`src/rtl/alu_operand_stage.sv`:
```
`default_nettype none
// ============================================================================
// Module   : alu_operand_stage
// Purpose  : ALU issue stage with operand formation, RAW interlock, and output register.
// Revision : 1.0
// ============================================================================
module alu_operand_stage #(
    parameter int DATA_W = 64,
    parameter int NREGS  = 32,
    parameter int LIT_W  = 12
) (
    input  logic              clk,
    input  logic              rst_n,
    input  logic              in_valid,
    output logic              in_ready,
    input  logic [4:0]        in_opcode,
    input  logic [4:0]        in_rd,
    input  logic [4:0]        in_rs,
    input  logic [4:0]        in_rt,
    input  logic [LIT_W-1:0]  in_lit,
    output logic [4:0]        rf_rd_addr,
    output logic [4:0]        rf_rs_addr,
    output logic [4:0]        rf_rt_addr,
    input  logic [DATA_W-1:0] rf_rd_data,
    input  logic [DATA_W-1:0] rf_rs_data,
    input  logic [DATA_W-1:0] rf_rt_data,
    input  logic              wb_en,
    input  logic [4:0]        wb_addr,
    input  logic [DATA_W-1:0] wb_data,
    output logic              out_valid,
    input  logic              out_ready,
    output logic [4:0]        out_opcode,
    output logic [4:0]        out_rd,
    output logic [DATA_W-1:0] out_param1,
    output logic [DATA_W-1:0] out_param2,
    output logic              out_illegal,
    output logic [31:0]       stall_cnt
);

    localparam logic [1:0] c_CLS_ILL = 2'd0;
    localparam logic [1:0] c_CLS_RR  = 2'd1;
    localparam logic [1:0] c_CLS_RI  = 2'd2;
    localparam logic [1:0] c_CLS_UN  = 2'd3;

    logic [NREGS-1:0]  r_pend;
    logic              r_out_valid;
    logic [4:0]        r_out_opcode;
    logic [4:0]        r_out_rd;
    logic [DATA_W-1:0] r_out_param1;
    logic [DATA_W-1:0] r_out_param2;
    logic              r_out_illegal;
    logic [31:0]       r_stall_cnt;

    logic [1:0]        w_cls;
    logic              w_use_rd;
    logic              w_use_rs;
    logic              w_use_rt;
    logic              w_busy_rd;
    logic              w_busy_rs;
    logic              w_busy_rt;
    logic              w_hazard;
    logic              w_in_ready;
    logic              w_accept;
    logic [DATA_W-1:0] w_rd_val;
    logic [DATA_W-1:0] w_rs_val;
    logic [DATA_W-1:0] w_rt_val;
    logic [DATA_W-1:0] w_lit_ext;
    logic [DATA_W-1:0] w_p1;
    logic [DATA_W-1:0] w_p2;
    logic [NREGS-1:0]  w_pend_nxt;

    always_comb begin
        w_cls = c_CLS_ILL;
        case (in_opcode)
            5'h18, 5'h1a, 5'h1c, 5'h1d, 5'h00, 5'h01, 5'h02, 5'h04, 5'h06,
            5'h14, 5'h15, 5'h16, 5'h17:               w_cls = c_CLS_RR;
            5'h19, 5'h1b, 5'h05, 5'h07, 5'h12:        w_cls = c_CLS_RI;
            5'h03, 5'h11:                             w_cls = c_CLS_UN;
            default:                                  w_cls = c_CLS_ILL;
        endcase
    end

    assign w_use_rd = (w_cls == c_CLS_RI);
    assign w_use_rs = (w_cls == c_CLS_RR) || (w_cls == c_CLS_UN);
    assign w_use_rt = (w_cls == c_CLS_RR);

    // Same-cycle writeback is forwarded, so it both supplies data and lifts the interlock.
    assign w_rd_val = (wb_en && wb_addr == in_rd) ? wb_data : rf_rd_data;
    assign w_rs_val = (wb_en && wb_addr == in_rs) ? wb_data : rf_rs_data;
    assign w_rt_val = (wb_en && wb_addr == in_rt) ? wb_data : rf_rt_data;

    assign w_busy_rd = r_pend[in_rd] && !(wb_en && wb_addr == in_rd);
    assign w_busy_rs = r_pend[in_rs] && !(wb_en && wb_addr == in_rs);
    assign w_busy_rt = r_pend[in_rt] && !(wb_en && wb_addr == in_rt);

    assign w_hazard   = (w_use_rd && w_busy_rd) || (w_use_rs && w_busy_rs) ||
                        (w_use_rt && w_busy_rt);
    assign w_in_ready = (!r_out_valid || out_ready) && !w_hazard;
    assign w_accept   = in_valid && w_in_ready;
    assign w_lit_ext  = {{(DATA_W-LIT_W){1'b0}}, in_lit};

    always_comb begin
        w_p1 = '0;
        w_p2 = '0;
        case (w_cls)
            c_CLS_RR: begin
                w_p1 = w_rs_val;
                w_p2 = w_rt_val;
            end
            c_CLS_RI: begin
                w_p1 = w_rd_val;
                w_p2 = w_lit_ext;
            end
            c_CLS_UN: begin
                w_p1 = w_rs_val;
            end
            default: begin
                w_p1 = '0;
                w_p2 = '0;
            end
        endcase
    end

    // Set is applied after clear so a new producer wins over a retiring one.
    always_comb begin
        w_pend_nxt = r_pend;
        if (wb_en) begin
            w_pend_nxt[wb_addr] = 1'b0;
        end
        if (w_accept && (w_cls != c_CLS_ILL)) begin
            w_pend_nxt[in_rd] = 1'b1;
        end
    end

    always_ff @(posedge clk or negedge rst_n) begin
        if (!rst_n) begin
            r_pend        <= '0;
            r_out_valid   <= 1'b0;
            r_out_opcode  <= '0;
            r_out_rd      <= '0;
            r_out_param1  <= '0;
            r_out_param2  <= '0;
            r_out_illegal <= 1'b0;
            r_stall_cnt   <= '0;
        end else begin
            r_pend <= w_pend_nxt;
            if (w_accept) begin
                r_out_valid   <= 1'b1;
                r_out_opcode  <= in_opcode;
                r_out_rd      <= in_rd;
                r_out_param1  <= w_p1;
                r_out_param2  <= w_p2;
                r_out_illegal <= (w_cls == c_CLS_ILL);
            end else if (out_ready) begin
                r_out_valid <= 1'b0;
            end
            if (in_valid && !w_in_ready && (r_stall_cnt != 32'hFFFF_FFFF)) begin
                r_stall_cnt <= r_stall_cnt + 32'd1;
            end
        end
    end

    assign in_ready    = w_in_ready;
    assign rf_rd_addr  = in_rd;
    assign rf_rs_addr  = in_rs;
    assign rf_rt_addr  = in_rt;
    assign out_valid   = r_out_valid;
    assign out_opcode  = r_out_opcode;
    assign out_rd      = r_out_rd;
    assign out_param1  = r_out_param1;
    assign out_param2  = r_out_param2;
    assign out_illegal = r_out_illegal;
    assign stall_cnt   = r_stall_cnt;

endmodule
`default_nettype wire

```
`config.mk`:
```
export PLATFORM = sky130hd
export DESIGN_NAME = alu_operand_stage
export DESIGN_NICKNAME = d
export VERILOG_FILES = /design/src/rtl/alu_operand_stage.sv
export SDC_FILE = /design/constraint.sdc
export NUM_CORES = 1
export LEC_CHECK = 0
export BUFFER_PORTS_ARGS = -buffer_cell sky130_fd_sc_hd__buf_2
export CORE_AREA = 2 2 189 191
export DETAILED_ROUTE_END_ITERATION = 7
export DIE_AREA = 0 0 191 193
export SYNTH_ARGS = -nofsm -noshare
export SYNTH_HDL_FRONTEND = slang
export SYNTH_SLANG_ARGS = --single-unit
```
`constraint.sdc`:
```
create_clock -name clk -period 2.9 [get_ports clk]
set_input_delay 0.145 -clock clk [delete_from_list [all_inputs] [get_ports clk]]
set_output_delay 0.145 -clock clk [all_outputs]
set_load 0.05 [all_outputs]
```
==> metrics.md, run 1 <==
| Metric | Value |
|---|---|
| Status | finished with violations |
| Failing checks | setup timing |
| Worst path required time | 3.35 ns |
| First-pass GRT wire length | 75900 microns |
| Clock root cell | clkbuf_16 |
| Total GRT Usage | 26.4% |
| Final Hold Fails | 0 |
| Max Used Layer | met5 |
| Distinct cell type count after synthesis | 48 |
| Max frequency | 332 MHz |
| Crit-path max FO | 8 |
| H-tree depth | 1 |
| Largest cells by area after synthesis | dfrtp_1 42%, nand2_1 9.5%, o31ai_1 7.3% |
| Share of Yosys cell area claimed by the top area cell type | 41.6% |
| P_int | 6.90 mW |
| Final setup fails | 73 |
| Reg clk slew, reported paths | 0.06 ns |
| Met3 WL | 4820 microns |
| Sequential share of the synthesized area | 41.6% |
| Total of max-cap violations | 0 |
| Worst r2r dst | r_pend[26]$_DFF_PN0_ |
| Leakage power | 9.20 nW |
| Sw Ratio | 41.0% |
| Starting DRC count in detailed routing | 963 |
| Design area | 0.0186 sq mm |
| Part of the power in registers | 31.5% |
| Core Region | 0.0350 sq mm |
| Syn. warnings | 0 |
| Most used DFF post-synth | dfrtp_1 |
| Remaining global-route overflow | 0 |
| Layout cell share with drive strength beyond 1 | 43.2% |
| I/O pins | 486 |
| Initial antenna violation count | 9 |
| Die X | 191 microns |
| Max-slew violation count | 0 |
| Clk_skew | 0.0130 ns |
| Reg2reg path depth | 8 |
| R2r startpoint | r_pend[19]$_DFF_PN0_ |
| Die Y | 193 microns |
| Worst relative slew slack | 33.6% |
| Die Area | 0.0369 sq mm |
| Worst setup SP type | register |
| Least-Margin Pin Slew | 0.995 ns |
| Hpwl dp | 35200 microns |
| Worst min path class | input port to register |
| Placed cells | 2277 |
| Post-DRT Antenna Nets | 0 |
| Average cell area after synthesis | 8.94 sq um |
| Final worst path period share | 104% |
| Number of global-route vias before repair | 13092 |
| Max VDD drop | 0.000562 V |
| Crit path launch | r_pend[19]$_DFF_PN0_ |
| DRC viols | 0 |
| Critical Path Sink | r_pend[26]$_DFF_PN0_ |
| Most common cell in the synthesized netlist | nand2_1 |
| Hold slack | 0.0146 ns |
| CTS Buffer Depth | 3 |
| Area leader, netlist | dfrtp_1 |
| Post-placement cell area | 0.0156 sq mm |
| Row count | 69 |
| Area Growth Syn to Fin | 51.3% |
| Cells after Synth | 1372 |
| RSZ-0062 raised after global routing | true |
| Sinks on Clock Net | 204 |
| # port buffers | 485 |
| Gate power share | 39.1% |
| First-pass iteration count of the detailed router | 5 |
| Asr flop ratio synth | 100% |
| Sw Pwr | 4.80 mW |
| Number of flops mapped to enable cells by yosys | 0 |
| Worst setup EP type | register |
| R2R Setup Slk | -0.12 ns |
| Worst path arrival time | 3.47 ns |
| Fin Setup TNS | -3.64 ns |
| Most frequent cells after synthesis | 312 x nand2_1, 204 x dfrtp_1, 153 x a21oi_1 |
| Post-DR vias/cell | 5.55 |
| Tmin final | 3.02 ns |
| CTS buffer count | 27 |
| Met2 wire length | 25600 microns |
| Setup WS post-layout | -0.116 ns |
| Worst-Skew Late Latency | 0.54 ns |
| Routed wire length | 53300 microns |
| Initial Util | 35.1% |
| Fill count | 3206 |
| CTS tree | built |
| Fin util | 53.1% |
| # nets final | 2266 |
| Wire per inst | 21.8 microns |
| WL met1 | 21000 microns |
| Syn_nets | 1677 |
| Post-route insts no fill | 2449 |
| Gpl congestion | 0.933 |
| Crit Path Class | register to register |
| Largest net degree at the start of global routing | 76 |
| Synth Cell Area | 0.0123 sq mm |
| Seq cells post-synth | 204 |
| Via count | 13590 |
| Clock power share | 29.4% |
| PwrDens | 631 mW/mm^2 |
## cell type report
| type | instances | area (sq um) | area share [%] |
|---|---|---|---|
| multi-input combinational | 1023 | 7240 | 39.1 |
| clock inverter | 10 | 115 | 0.620 |
| timing repair buffer | 691 | 4630 | 25.0 |
| clock buffer | 40 | 805 | 4.34 |
| inverter | 14 | 60.1 | 0.324 |
| tap | 461 | 577 | 3.11 |
| sequential | 204 | 5110 | 27.5 |
| antenna | 6 | 15.0 | 0.0809 |
## routing by layer
| metal | vias to the layer above | GRT usage (%) |
|---|---|---|
| met5 | - | 0 |
| met4 | 6 | 9.75 |
| met3 | 142 | 5.52 |
| met2 | 699 | 44.4 |
| met1 | 6664 | 33.4 |
| li1 | 6079 | - |
## metrics by stage
step / power (mW) / worst slack [ns]
after global placement: 7.61 / -0.115
after floorplan: 6.26 / -0.0800
final: 11.7 / -0.116
after detailed placement: 7.66 / -0.148
after global routing: 12.2 / -0.192
after CTS: 11.3 / -0.0869
## flip-flops by register name, summed over array words and instances, names as in the netlist
signal / count
out_illegal: 1
out_opcode: 5
out_param1: 64
out_param2: 64
out_rd: 5
out_valid: 1
r_pend: 32
stall_cnt: 32
## power groups by stage
stage / Sequential (mW) / Combinational, mW / Clock (mW)
4_1_cts: 3.67 / 4.18 / 3.49
6_report: 3.68 / 4.58 / 3.44
5_1_grt: 3.73 / 4.82 / 3.62
3_5_place_dp: 3.71 / 3.95 / 0
2_1_floorplan: 5.04 / 1.22 / 0
3_3_place_gp: 3.69 / 3.92 / 0
## logic make-up after synthesis
kind of cell	after synthesis	share of synthesized area, %
AOI/OAI and AO/OA	377	18.6
xor gates and xnor gates	46	3.29
adders and majority gates	7	0.714
buffers and inverters	145	5.12
DFF	204	41.6
muxes	165	15.5
and+or+nand+nor	428	15.2
## worst max-delay path, cell delays in order, from the launching register on
cell	delay, ns
dfrtp_2	0.44
mux4_2	0.49
mux2_4	0.29
nor3b_2	0.16
a2111oi_1	0.07
a32o_2	0.26
or3_4	0.42
or4b_4	0.64
o21ai_2	0.16
## worst min-delay path by stage
stage / startpoint / end / slack [ns] / cells past startpoint
finish: rf_rt_data[20] / out_param2[20]$_DFFE_PN0P_ / 0.01 / 3
global placement: rst_n / out_param1[41]$_DFFE_PN0P_ / 0.20 / 1
detailed placement: rst_n / out_param1[41]$_DFFE_PN0P_ / 0.19 / 1
global route: rf_rt_data[20] / out_param2[20]$_DFFE_PN0P_ / 0.01 / 3
CTS: rf_rt_data[34] / out_param2[34]$_DFFE_PN0P_ / 0.003 / 3
floorplan: rst_n / out_illegal$_DFFE_PN0P_ / -0.15 / 0
## cell usage in the layout, fill, tap and decap left out, types with 14 or more instances in the layout
master	count
o31ai_2	58
buf_4	75
o21ai_0	54
o21ai_1	21
nand2_1	303
o31ai_1	41
nand3_1	15
buf_2	483
dlygate4sd3_1	98
mux2_2	77
nor3_1	14
mux2i_1	75
clkbuf_16	34
xor2_1	39
a21oi_1	152
dfrtp_1	203
nor2_1	20
o31ai_4	20
## repair_timing
item,in CTS,in global routing
setup endpoints to repair,154,171
endpoints found under the hold margin,125,0
pin swaps,1,1
hold buffers,98,0
cloned,3,12
gates resized for setup,28,141
buffers inserted,1,3
Power figures use the tool's default switching activity.
==> run 2, diff against run 1 <==
==> constraint.sdc (replaced) <==
create_clock -name clk -period 3.6 [get_ports clk]
set_input_delay 0.18 -clock clk [delete_from_list [all_inputs] [get_ports clk]]
set_output_delay 0.18 -clock clk [all_outputs]
set_load 0.005 [all_outputs]
==> run 2 against run 1 <==
Net effect:
- the flow now finishes without violations
- sequential share of layout area grew 4.1 points
- die area is the same
- highest routed layer unchanged
- critical path depth grew 5
- first-iteration DRC count shrank 17%
- wire length shrank 12%
==> metrics.md, run 2 (synthesis results as in run 1) <==
| Metric | Value |
|---|---|
| CTS Buffer Depth | 3 |
| Worst path max stage delay | 0.73 ns |
| Design area | 0.0161 sq mm |
| CTS tree | built |
| Sinks on Clock Net | 204 |
| Post-route insts no fill | 2288 |
| Fill count | 3457 |
| Post-DRT Antenna Nets | 0 |
| Most common cell after layout, fill and taps aside | buf_2 |
| Status | complete, no violations |
| H-tree depth | 1 |
| Number of global-route vias before repair | 11660 |
| Hpwl dp | 33300 microns |
| Total of max-cap violations | 0 |
| Row count | 69 |
| Remaining global-route overflow | 0 |
| Initial Util | 35.1% |
| Most frequent CP cell | ha_1 |
| Die X | 191 microns |
| Worst setup EP type | register |
| Fin util | 46.1% |
| Clock root cell | clkbuf_16 |
| First-pass GRT wire length | 68800 microns |
| Gpl congestion | 0.865 |
| Most frequent cells in the layout | 484 x buf_2, 312 x nand2_1, 204 x dfrtp_1 |
| Post-DR vias/cell | 5.41 |
| Worst path required time | 4.05 ns |
| Final Hold Fails | 0 |
| Tmin final | 3.41 ns |
| Die Y | 193 microns |
| PwrDens | 455 mW/mm^2 |
| Die Area | 0.0369 sq mm |
| Final setup fails | 0 |
| Initial antenna violation count | 1 |
| Reg clk slew, reported paths | 0.06 ns |
| Core Region | 0.0350 sq mm |
| I/O pins | 486 |
| # nets final | 2115 |
| Clk_skew | 0.0125 ns |
| Ant diodes | 0 |
| Crit-path cells | dlygate4sd3_1 -> buf_2 -> ha_1 -> or3b_2 -> a21oi_1 -> a221o_2 -> inv_1 -> ha_1 -> o311a_1 -> a32o_1 -> or3_4 -> or4b_1 -> o21ai_2 |
| CTS buffer count | 24 |
| Total GRT Usage | 24.1% |
| Worst setup SP type | input port |
| CP max-delay cell | or4b_1 |
| Area Growth Syn to Fin | 31.5% |
| Routed wire length | 46900 microns |
| First-pass iteration count of the detailed router | 5 |
| Final worst path period share | 94.8% |
| Worst Path Buf+Inv | 3 |
| Hold slack | 0.0221 ns |
| Worst-Skew Late Latency | 0.53 ns |
| Delay-heaviest family, CP | simple AND/OR/NAND/NOR gates |
| Via count | 12385 |
| Post-placement cell area | 0.0149 sq mm |
| Crit-path max FO | 8 |
| Worst relative slew slack | 35.2% |
| Max VDD drop | 0.000279 V |
| Wire per inst | 20.5 microns |
| Placed cells | 2207 |
| Fin Setup TNS | 0 ns |
| DRC viols | 0 |
| Least-Margin Pin Slew | 0.973 ns |
| # port buffers | 485 |
| Worst min path class | input port to register |
| Largest net degree at the start of global routing | 170 |
| Layout cell share with drive strength beyond 1 | 36.1% |
| Max frequency | 293 MHz |
| Starting DRC count in detailed routing | 795 |
| Leakage power | 8.14 nW |
| RSZ-0062 raised after global routing | false |
| Max-slew violation count | 0 |
| Worst path arrival time | 3.86 ns |
| Crit Path Class | input port to register |
[run 2: cell type report]
class / count / area (sq um) / share of cell area (%)
Inverter: 14 / 52.6 / 0.326
Timing Repair Buffer: 543 / 3020 / 18.7
Clock buffer: 33 / 706 / 4.38
Multi-Input combinational cell: 1023 / 6570 / 40.8
Clock inverter: 10 / 91.3 / 0.566
Tap cell: 461 / 577 / 3.58
Sequential cell: 204 / 5100 / 31.7
[run 2: repair_timing]
action	4_1_cts	5_1_grt
gates resized for setup	0	1
hold endpoints to repair	128	0
hold buffers	38	0
endpoints found under the setup margin	0	1
setup buffers	0	0
[run 2: power by group]
part / switching [mW] / internal, mW / leakage, nW
clock: 1.03 / 1.45 / 0.390
combinational: 1.07 / 0.820 / 5.04
sequential: 0.301 / 2.68 / 2.71
total: 2.40 / 4.95 / 8.14
[run 2: worst min-delay path: cells and delay by family]
kind	cells	cell delay [ns]
compound gates	1	0.08
buf+inv	1	0.11
mux	1	0.13
[run 2: path summary, 6_finish.rpt]
| kind | end | slack, ns | from | cells after the start |
|---|---|---|---|---|
| hold reg to reg | out_param1[26]$_DFFE_PN0P_ | 0.47 | out_param1[26]$_DFFE_PN0P_ | 2 |
| hold / removal | out_param2[54]$_DFFE_PN0P_ | 0.02 | wb_data[54] | 3 |
| max in group asynchronous | out_param1[13]$_DFFE_PN0P_ | 2.41 | rst_n | 3 |
| min in group asynchronous | out_param2[30]$_DFFE_PN0P_ | 0.29 | rst_n | 2 |
| setup reg to reg | r_pend[18]$_DFF_PN0_ | 0.44 | r_pend[16]$_DFF_PN0_ | 8 |
| setup / recovery | r_pend[18]$_DFF_PN0_ | 0.19 | in_opcode[0] | 13 |
[run 2: metrics by stage]
step,setup slack (ns),total power [mW]
CTS,0.222,7.41
detailed placement,0.208,4.87
global route,0.0667,7.73
floorplan,0.304,3.90
finish,0.187,7.34
global placement,0.246,4.84
[run 2: per-layer routing]
metal  GRT usage, %  routed length, microns  vias up
met5              0                      13        -
met4           8.17                    1390        2
met3           4.85                    3850       94
met2           39.2                   22000      566
met1           32.0                   19600     5985
li1               -                       -     5738
==> run 3, diff against run 2 <==
--- a/config.mk
+++ b/config.mk
@@ -5,10 +5,11 @@
 export SDC_FILE = /design/constraint.sdc
 export NUM_CORES = 1
 export LEC_CHECK = 0
+export ABC_AREA = 1
 export BUFFER_PORTS_ARGS = -buffer_cell sky130_fd_sc_hd__buf_2
-export CORE_AREA = 2 2 189 191
+export CORE_AREA = 2 2 190 192
 export DETAILED_ROUTE_END_ITERATION = 7
-export DIE_AREA = 0 0 191 193
+export DIE_AREA = 0 0 192 194
 export SYNTH_ARGS = -nofsm -noshare
 export SYNTH_HDL_FRONTEND = slang
 export SYNTH_SLANG_ARGS = --single-unit
==> run 3 against run 2 <==
Net effect:
- clock power rose by 5%
- die area rose by 1.0%
- non-clock buffer count fell by 5
- critical endpoint is now out_param2[27]$_DFFE_PN0P_
- highest routed layer unchanged
==> metrics.md, run 3 <==
| Metric | Value |
|---|---|
| Synth Cell Area | 0.0135 sq mm |
| Worst min path class | input port to register |
| Number of flops mapped to enable cells by yosys | 0 |
| Total of max-cap violations | 0 |
| Syn. warnings | 0 |
| Most used DFF post-synth | dfrtp_1 |
| Average cell area after synthesis | 6.45 sq um |
| First-pass iteration count of the detailed router | 5 |
| Tot Pwr | 7.74 mW |
| Tmin final | 2.76 ns |
| CTS buffer count | 25 |
| # nets final | 2804 |
| H-tree depth | 1 |
| Wire per inst | 19.3 microns |
| CTS tree | built |
| Sequential share of the synthesized area | 37.9% |
| PwrDens | 450 mW/mm^2 |
| Hold Path Sink | out_param2[54]$_DFFE_PN0P_ |
| Max-slew violation count | 0 |
| Min-delay src | wb_data[54] |
| Row count | 69 |
| Status | complete, no violations |
| Hold slack | 0.0236 ns |
| Worst relative slew slack | 30.5% |
| Worst-Skew Late Latency | 0.54 ns |
| Max frequency | 362 MHz |
| Postcts setup bufs | 0 |
| # port buffers | 485 |
| R2R Setup Slk | 1.15 ns |
| Post-DRT Antenna Nets | 0 |
| Die X | 192 microns |
| Worst r2r dst | r_pend[10]$_DFF_PN0_ |
| Clock root cell | clkbuf_16 |
| Starting DRC count in detailed routing | 1306 |
| DRC viols | 0 |
| Number of global-route vias before repair | 14992 |
| Total GRT Usage | 30.1% |
| Most common cell in the synthesized netlist | nand2_1 |
| Crit-path max FO | 31 |
| Final worst path period share | 76.8% |
| Most common cell after layout, fill and taps aside | nand2_1 |
| Cells after Synth | 2086 |
| Sinks on Clock Net | 204 |
| Min-Delay Path Depth | 5 |
| Routed wire length | 57700 microns |
| Asr flop ratio synth | 100% |
| Final Hold Fails | 0 |
| Reg2reg path depth | 11 |
| Max VDD drop | 0.000409 V |
| Least-Margin Pin Slew | 1.04 ns |
| Worst path required time | 4.06 ns |
| Final setup fails | 0 |
| Die Area | 0.0372 sq mm |
| R2r startpoint | r_pend[28]$_DFF_PN0_ |
| Reg clk slew, reported paths | 0.06 ns |
| Initial Util | 38.2% |
| Fill count | 3735 |
| Worst setup SP type | input port |
| Via count | 15884 |
| Die Y | 194 microns |
| Leakage power | 9.56 nW |
| Most frequent cells in the layout | 797 x nand2_1, 484 x buf_2, 245 x o21ai_0 |
| Core Region | 0.0352 sq mm |
| Worst path arrival time | 3.22 ns |
| Largest cells by area after synthesis | dfrtp_1 38%, nand2_1 22%, o21ai_0 9.2% |
| Initial antenna violation count | 14 |
| First-pass GRT wire length | 87400 microns |
| Post-DR vias/cell | 5.32 |
| Fin Setup TNS | 0 ns |
| RSZ-0062 raised after global routing | false |
| Seq cells post-synth | 204 |
| Worst setup EP type | register |
| Remaining global-route overflow | 0 |
| Share of Yosys cell area claimed by the top area cell type | 37.9% |
| Hpwl dp | 42300 microns |
| Distinct cell type count after synthesis | 29 |
| I/O pins | 486 |
| Gpl congestion | 0.976 |
| Area Growth Syn to Fin | 27.8% |
| Most frequent cells after synthesis | 798 x nand2_1, 246 x o21ai_0, 204 x dfrtp_1 |
| Crit Path Class | input port to register |
| Syn_nets | 2391 |
| Layout cell share with drive strength beyond 1 | 22.7% |
| CTS Buffer Depth | 3 |
| Largest net degree at the start of global routing | 129 |
| Area leader, netlist | dfrtp_1 |
| Clk_skew | 0.0308 ns |
==> run 3: cell types whose count changed after synthesis, sizes merged, moves of 34 or more <==
cell	previous run	this run
buf	37	71
inv	14	155
mux2	78	0
mux2i	75	0
nand2	312	798
nand3	17	118
nand4	4	45
nor2	21	89
o21ai	86	247
o31ai	119	0
==> run 3: per-stage QoR <==
step	area (sq um)	worst slack [ns]	std cells	utilization, %
CTS	17200	0.864	2977	48.8
global placement	16100	0.908	2911	45.8
global route	17200	0.456	2985	48.8
floorplan	13500	1.10	2086	-
finish	17200	0.837	2987	48.8
detailed placement	16100	0.867	2911	45.8
==> run 3: cell families (layout without fill, tap and decap cells) <==
| family | count (synthesis) | in the layout | share of synthesized area, % |
|---|---|---|---|
| compound gates | 465 | 465 | 17.9 |
| xor+xnor | 21 | 21 | 1.37 |
| fa+ha+maj | 7 | 7 | 0.651 |
| buf+inv | 308 | 738 | 9.59 |
| flops | 204 | 204 | 37.9 |
| other cells | 0 | 10 | 0 |
| simple gates | 1081 | 1081 | 32.6 |
==> run 3: timing repair <==
action | 4_1_cts | 5_1_grt
hold buffers | 22 | 0
gates resized for setup | 0 | 0
endpoints found under the hold margin | 116 | 0
==> run 3: area by class of cell <==
class | instances | area, sq um | share of cell area [%]
diodes | 10 | 25.0 | 0.146
well taps | 461 | 577 | 3.35
multi-input cells | 1574 | 7100 | 41.3
clock buffers | 34 | 709 | 4.13
clock inverters | 10 | 113 | 0.655
inverters | 156 | 587 | 3.41
repair buffers | 538 | 2980 | 17.3
flip-flops and latches | 204 | 5100 | 29.7
==> run 3: worst max path at each step <==
stage,to,slack [ns],start
after global routing,out_param2[39]$_DFFE_PN0P_,0.46,in_opcode[1]
after detailed placement,out_param2[8]$_DFFE_PN0P_,0.87,in_opcode[1]
after floorplan,out_valid$_DFFE_PN0P_,1.10,in_opcode[1]
final,out_param2[27]$_DFFE_PN0P_,0.84,in_opcode[1]
after CTS,out_param2[27]$_DFFE_PN0P_,0.86,in_opcode[0]
after global placement,out_param2[43]$_DFFE_PN0P_,0.91,in_rs[0]
==> run 3: report_power, final <==
group,switching [mW],internal [mW]
sequential,0.320,2.69
clock,1.07,1.52
combinational,1.34,0.799
==> run 3: critical path, stage by stage <==
cell           delay (ns)
dlygate4sd3_1        0.53
buf_2                0.14
inv_1                0.06
ha_1                 0.27
o21ai_0              0.17
nand3b_1             0.10
o21a_1               0.17
inv_1                0.08
ha_2                 0.26
inv_1                0.07
nand2_1              0.06
inv_2                0.42
buf_4                0.27
o21ai_0              0.09
a21oi_1              0.15
nand2_1              0.08
nand2_1              0.09
==> run 3: per-layer routing <==
layer,GRT usage (%),vias to the layer above,part of all wire [%]
li1,-,7596,-
met1,41.1,7441,42
met2,48.1,730,46
met3,5.61,111,8.4
met4,9.67,6,3.4
met5,0,-,0.080
